==> src/rtl/add_round_key.sv <==
// AES-128 round-key addition stage with an on-the-fly forward key schedule.
// Each accepted 4x4 state matrix ([col][row] bytes) is XORed with the current
// round key and registered. The schedule then advances by one round, and it
// rewinds to the saved cipher key after round NUM_ROUNDS.

// AES forward S-box: combinational byte substitution by table lookup.
module sbox (
  input  logic [7:0] in_byte,
  output logic [7:0] out_byte
);

  // Entry 0 sits in the most significant byte, so SBOX[x] is the substitute of x.
  localparam logic [0:255][7:0] SBOX = {
    128'h637c777bf26b6fc53001672bfed7ab76,
    128'hca82c97dfa5947f0add4a2af9ca472c0,
    128'hb7fd9326363ff7cc34a5e5f171d83115,
    128'h04c723c31896059a071280e2eb27b275,
    128'h09832c1a1b6e5aa0523bd6b329e32f84,
    128'h53d100ed20fcb15b6acbbe394a4c58cf,
    128'hd0efaafb434d338545f9027f503c9fa8,
    128'h51a3408f929d38f5bcb6da2110fff3d2,
    128'hcd0c13ec5f974417c4a77e3d645d1973,
    128'h60814fdc222a908846eeb814de5e0bdb,
    128'he0323a0a4906245cc2d3ac629195e479,
    128'he7c8376d8dd54ea96c56f4ea657aae08,
    128'hba78252e1ca6b4c6e8dd741f4bbd8b8a,
    128'h703eb5664803f60e613557b986c11d9e,
    128'he1f8981169d98e949b1e87e9ce5528df,
    128'h8ca1890dbfe6426841992d0fb054bb16
  };

  assign out_byte = SBOX[in_byte];

endmodule

module add_round_key #(
  // Index of the final round. Only AES-128 (10) is meaningful for this schedule.
  parameter int NUM_ROUNDS = 10
) (
  input  logic                  clk,
  input  logic                  rst,
  input  logic                  key_load,
  input  logic [3:0][3:0][7:0]  key_in,
  input  logic                  in_valid,
  output logic                  in_ready,
  input  logic [3:0][3:0][7:0]  in_matrix,
  output logic                  out_valid,
  input  logic                  out_ready,
  output logic [3:0][3:0][7:0]  out_matrix,
  output logic [3:0]            out_round,
  output logic                  out_last
);

  typedef logic [3:0][3:0][7:0] matrix_t;
  typedef logic [3:0][7:0]      word_t;

  localparam logic [3:0] LAST_RND = 4'(NUM_ROUNDS);

  // Architectural state
  matrix_t    ck_q, ck_d;          // saved cipher key, restored after the last round
  matrix_t    rk_q, rk_d;          // round key applied to the next accepted matrix
  logic [3:0] rnd_q, rnd_d;        // round index of rk_q
  logic       key_valid_q, key_valid_d;
  logic       out_valid_q, out_valid_d;
  matrix_t    out_matrix_q, out_matrix_d;
  logic [3:0] out_round_q, out_round_d;
  logic       out_last_q, out_last_d;

  // Key-expansion datapath
  word_t      sub_in;              // RotWord of the last key column
  word_t      sub_out;             // SubWord result
  logic [7:0] rcon;
  matrix_t    next_rk;

  logic       accept;
  logic       drain;

  // Handshake: no skid buffer, so a new matrix enters only when the output
  // register is empty or being drained in the same cycle.
  assign in_ready = key_valid_q & ~key_load & (~out_valid_q | out_ready);
  assign accept   = in_valid & in_ready;
  assign drain    = out_valid_q & out_ready;

  assign out_valid  = out_valid_q;
  assign out_matrix = out_matrix_q;
  assign out_round  = out_round_q;
  assign out_last   = out_last_q;

  // RotWord feeding four S-box lanes (SubWord).
  for (genvar r = 0; r < 4; r++) begin : g_subword
    assign sub_in[r] = rk_q[3][(r + 1) % 4];
    sbox u_sbox (
      .in_byte  (sub_in[r]),
      .out_byte (sub_out[r])
    );
  end

  // Round constant for the key being derived (round rnd_q + 1).
  always_comb begin
    // NOTE: every always_comb output gets a default first so no path can leave
    // it unassigned and infer a latch.
    rcon = 8'h00;
    case (rnd_q + 4'd1)
      4'd1:    rcon = 8'h01;
      4'd2:    rcon = 8'h02;
      4'd3:    rcon = 8'h04;
      4'd4:    rcon = 8'h08;
      4'd5:    rcon = 8'h10;
      4'd6:    rcon = 8'h20;
      4'd7:    rcon = 8'h40;
      4'd8:    rcon = 8'h80;
      4'd9:    rcon = 8'h1b;
      4'd10:   rcon = 8'h36;
      default: rcon = 8'h00;
    endcase
  end

  // Next round key: each new column chains off the previous new column.
  always_comb begin
    word_t t;
    t       = sub_out;
    t[0]    = t[0] ^ rcon;
    next_rk = '0;
    next_rk[0] = rk_q[0] ^ t;
    next_rk[1] = rk_q[1] ^ next_rk[0];
    next_rk[2] = rk_q[2] ^ next_rk[1];
    next_rk[3] = rk_q[3] ^ next_rk[2];
  end

  // Next-state logic: key_load wins over accepts, and the output side drains independently.
  always_comb begin
    ck_d         = ck_q;
    rk_d         = rk_q;
    rnd_d        = rnd_q;
    key_valid_d  = key_valid_q;
    out_valid_d  = out_valid_q;
    out_matrix_d = out_matrix_q;
    out_round_d  = out_round_q;
    out_last_d   = out_last_q;

    if (key_load) begin
      ck_d        = key_in;
      rk_d        = key_in;
      rnd_d       = 4'd0;
      key_valid_d = 1'b1;
    end else if (accept) begin
      if (rnd_q == LAST_RND) begin
        rk_d  = ck_q;
        rnd_d = 4'd0;
      end else begin
        rk_d  = next_rk;
        rnd_d = rnd_q + 4'd1;
      end
    end

    if (accept) begin
      out_matrix_d = in_matrix ^ rk_q;
      out_round_d  = rnd_q;
      out_last_d   = (rnd_q == LAST_RND);
      out_valid_d  = 1'b1;
    end else if (drain) begin
      out_valid_d  = 1'b0;
    end
  end

  // State register with synchronous active-high reset.
  always_ff @(posedge clk) begin
    if (rst) begin
      // NOTE: the wide key and data registers are cleared too, not only the
      // control bits, so no stale key material survives a reset.
      ck_q         <= '0;
      rk_q         <= '0;
      rnd_q        <= 4'd0;
      key_valid_q  <= 1'b0;
      out_valid_q  <= 1'b0;
      out_matrix_q <= '0;
      out_round_q  <= 4'd0;
      out_last_q   <= 1'b0;
    end else begin
      // NOTE: non-blocking assignments so every register samples pre-edge values.
      ck_q         <= ck_d;
      rk_q         <= rk_d;
      rnd_q        <= rnd_d;
      key_valid_q  <= key_valid_d;
      out_valid_q  <= out_valid_d;
      out_matrix_q <= out_matrix_d;
      out_round_q  <= out_round_d;
      out_last_q   <= out_last_d;
    end
  end

endmodule

==> config.mk <==
export PLATFORM = sky130hd
export DESIGN_NAME = add_round_key
export DESIGN_NICKNAME = d
export VERILOG_FILES = /design/src/rtl/add_round_key.sv
export SDC_FILE = /design/constraint.sdc
export NUM_CORES = 2
export LEC_CHECK = 0
export CAP_MARGIN = 0
export CELL_PAD_IN_SITES_DETAIL_PLACEMENT = 1
export CELL_PAD_IN_SITES_GLOBAL_PLACEMENT = 1
export CORE_MARGIN = 2
export CORE_UTILIZATION = 39
export CTS_CLUSTER_SIZE = 12
export DETAILED_ROUTE_END_ITERATION = 8
export PLACE_DENSITY = 0.81
export SLEW_MARGIN = 0
export SYNTH_ARGS = -nofsm -noshare
export SYNTH_HDL_FRONTEND = slang
export SYNTH_SLANG_ARGS = --single-unit
==> constraint.sdc <==
create_clock -name clk -period 3.6 [get_ports clk]
set_input_delay 1.08 -clock clk [delete_from_list [all_inputs] [get_ports clk]]
set_output_delay 1.08 -clock clk [all_outputs]
set_load 0.005 [all_outputs]
==> flow_summary.yaml <==
global_route:
  grt_pass1_wl_mm: 278
  grt_pass1_vias: 41270
  grt_use_total: 0.403
  overflow: 0
  grt_max_degree: 131
  antenna_found_initial: 28
yosys:
  synth_async_sr_flop_share: 0
  synth_top_area_share: 0.228
  synth_cell_types: 103
  synthesis.nets: 4843
  synthFlopType: "dfxtp_1"
  ys_ff_latch: 395
  synth_top_cells_by_count: "522 x nor2_1, 395 x dfxtp_1, 292 x clkbuf_1, 267 x nand2_1, 224 x a21oi_1"
  yosysSeqAreaShare: 0.228
  synth_edf_count: 0
  yosys-top-cells-area: "dfxtp_1 23%, nor2_1 5.7%, xnor2_1 5.1%"
  synth.largest_area_cell: "dfxtp_1"
  synthCells: 4522
  avgSynthCellArea_um2: 7.66
  synthesis.area_um2: 34600
  ys_warn_count: 0
  yosysMostFrequentCell: "nor2_1"
setup_path:
  endpoint: "rk_q[104]$_SDFFE_PP0P_"
  worstRegToRegCells: 13
  start_kind: "register"
  reg2reg_to: "rk_q[104]$_SDFFE_PP0P_"
  slowest_stage: "a211oi_1"
  r2r_slack_ps: 40
  cp_cell_sequence: "inv_1 > ha_1 > buf_12 > or2_2 > buf_4 > a311oi_1 > a221oi_2 > a211oi_1 > buf_4 > o2111ai_1 > o211ai_1 > nor4bb_1 > a211oi_1"
  crit_path_end_kind: "register"
  r2r_start: "rk_q[113]$_SDFFE_PP0P_"
  cp_data_arrival_time_ps: 4050
  cp-startpoint: "rk_q[113]$_SDFFE_PP0P_"
  cp.required_ps: 4090
  worstPathMaxFanout: 12
  crit_type: "register to register"
  max_stage_delay_ps: 580
clock_tree:
  cts_buffer_depth: 3
  clkSinkCount: 395
  h-tree-depth: 2
  cts_tree: "built"
  clock_latency_ps: 620
  cts-hold-fix-buffers: 0
  path_clk_slew_ps: 60
  cts_buffers: 47
  cts_root_buf: "clkbuf_16"
hold_path:
  hold_path.class: "register to register"
floorplanning:
  die_area_um2: 91200
  die_w_um: 302
  rows: 109
  ios: 396
  core_um2: 88200
  start_util: 0.392
  die-height_um: 302
timing:
  layout_min_cycle_time_ps: 3560
  final-setup-viol-count: 0
  rsz0062_at_grt: "yes"
  finalHoldViolCount: 0
  post-route-period-util: 0.989
  clock-skew-final_ps: 38.1
  final_max_slew_viol_count: 0
  timing.hold.ws_ps: 457
  tightestPinTransition_ps: 877
  relSlewSlack: 0.413
  fmax_mhz: 281
power:
  fin_total_pwr_mw: 20.4
  p_leak_nw: 17.3
  power_density_nw_per_um2: 441
  vdd_drop_max_uv: 384
finish:
  nets: 5503
  final_util: 0.524
  drive_above_1_share: 0.201
  fill_cells: 10503
  area_delta_synth_final_pct: 33.4
place:
  gp_congestion: 1.05
  port_buffers: 395
  dpl.hpwl_mm: 144
route:
  ant_nets: 0
  dr_total_vias: 41614
  wire_per_inst_um: 29.9
  wl_met3_mm: 17.4
  drc: 0
  detail_route.iter0.violations: 4520
  wl_mm: 191
  met1_length_mm: 77.7
  vias_per_cell: 6.51
  first_pass_iters: 5
  top_layer: "met5"
  wl_met2_mm: 84.2
job:
  cap_violations: 0
outcome:
  outcome: "completed"
## how the worst min path moves through the flow
stage | from | endpoint | cells past startpoint
3_5_place_dp | out_round[2]$_SDFFE_PP0P_ | out_round[2]$_SDFFE_PP0P_ | 2
4_1_cts | out_round[2]$_SDFFE_PP0P_ | out_round[2]$_SDFFE_PP0P_ | 2
5_1_grt | out_round[3]$_SDFFE_PP0P_ | out_round[3]$_SDFFE_PP0P_ | 2
6_report | out_round[2]$_SDFFE_PP0P_ | out_round[2]$_SDFFE_PP0P_ | 2
3_3_place_gp | out_round[3]$_SDFFE_PP0P_ | out_round[3]$_SDFFE_PP0P_ | 2
2_1_floorplan | key_valid_q$_SDFFE_PP0P_ | key_valid_q$_SDFFE_PP0P_ | 2
## critical path, delay by kind of cell, from the launching register on
family / cells / cell delay, ps
compound gates: 6 / 1610
fa+ha+maj: 1 / 320
buf+inv: 4 / 680
flops: 1 / 400
simple gates: 2 / 430
## cell type report
| cell class | instances | area [µm²] | area share |
|---|---|---|---|
| Tap cell | 1165 | 1460 | 0.0315 |
| Clock inverter | 15 | 130 | 0.00282 |
| Multi-Input combinational cell | 3561 | 24700 | 0.535 |
| Timing Repair Buffer | 1120 | 10300 | 0.222 |
| Antenna cell | 15 | 37.5 | 0.000812 |
| Inverter | 57 | 225 | 0.00487 |
| Sequential cell | 395 | 7950 | 0.172 |
| Clock buffer | 68 | 1420 | 0.0307 |
## metrics by stage
stage               std cells  setup WS, ps  setup TNS (ps)  cell area (µm²)
floorplan                4522         -13.9           -13.9            34600
global placement         6292          -229            -866            44000
detailed placement       6292          -328           -1890            44000
CTS                      6375          1.90               0            45600
global route             6395         -58.2            -181            46200
finish                   6396          40.6               0            46200
## power breakdown
| group | internal, mW | switching (mW) | leakage, nW | total [mW] |
|---|---|---|---|---|
| clock | 2.80 | 2.11 | 0.760 | 4.91 |
| combinational | 4.57 | 5.76 | 13.3 | 10.3 |
| sequential | 4.67 | 0.485 | 3.25 | 5.15 |
## cells in the final DEF (no fill, tap or decap), types with 112 or more instances in the layout
cell type	netlist	final
buf_4	35	653
nor2_1	522	516
clkdlybuf4s50_1	0	393
dfxtp_1	395	376
nand2_1	267	264
a21oi_1	224	222
o21ai_0	214	207
xnor2_1	201	198
a211oi_1	193	189
mux2i_1	168	166
nand2b_1	141	136
nor3_1	118	115
nor2b_1	120	112
## routing by layer
| layer | vias up | track usage |
|---|---|---|
| met3 | 539 | 0.0852 |
| met4 | 24 | 0.218 |
| met5 | - | 0 |
| met2 | 2160 | 0.623 |
| met1 | 20714 | 0.525 |
| li1 | 18177 | - |
## flip-flops by register name (all words and copies together) (netlist names)
register / cells
out_round: 4
out_valid: 1
out_matrix: 128
ck_q: 128
rnd_q: 4
rk_q: 128
out_last: 1
key_valid_q: 1
## cells by family after synthesis
family	Yosys count	share of synthesized area
and+or+nand+nor	1553	0.221
adders and majority gates	61	0.0222
buffers and inverters	566	0.0730
AOI/OAI and AO/OA	1468	0.303
xor gates and xnor gates	259	0.0750
DFF	395	0.228
muxes	220	0.0769
## timing repair
action | in CTS | in global routing
setup endpoints to repair | 25 | 77
gates resized for setup | 17 | 122
buffers inserted | 0 | 6
pin swaps | 0 | 21
Note: power is estimated with default switching activity, not from simulation.
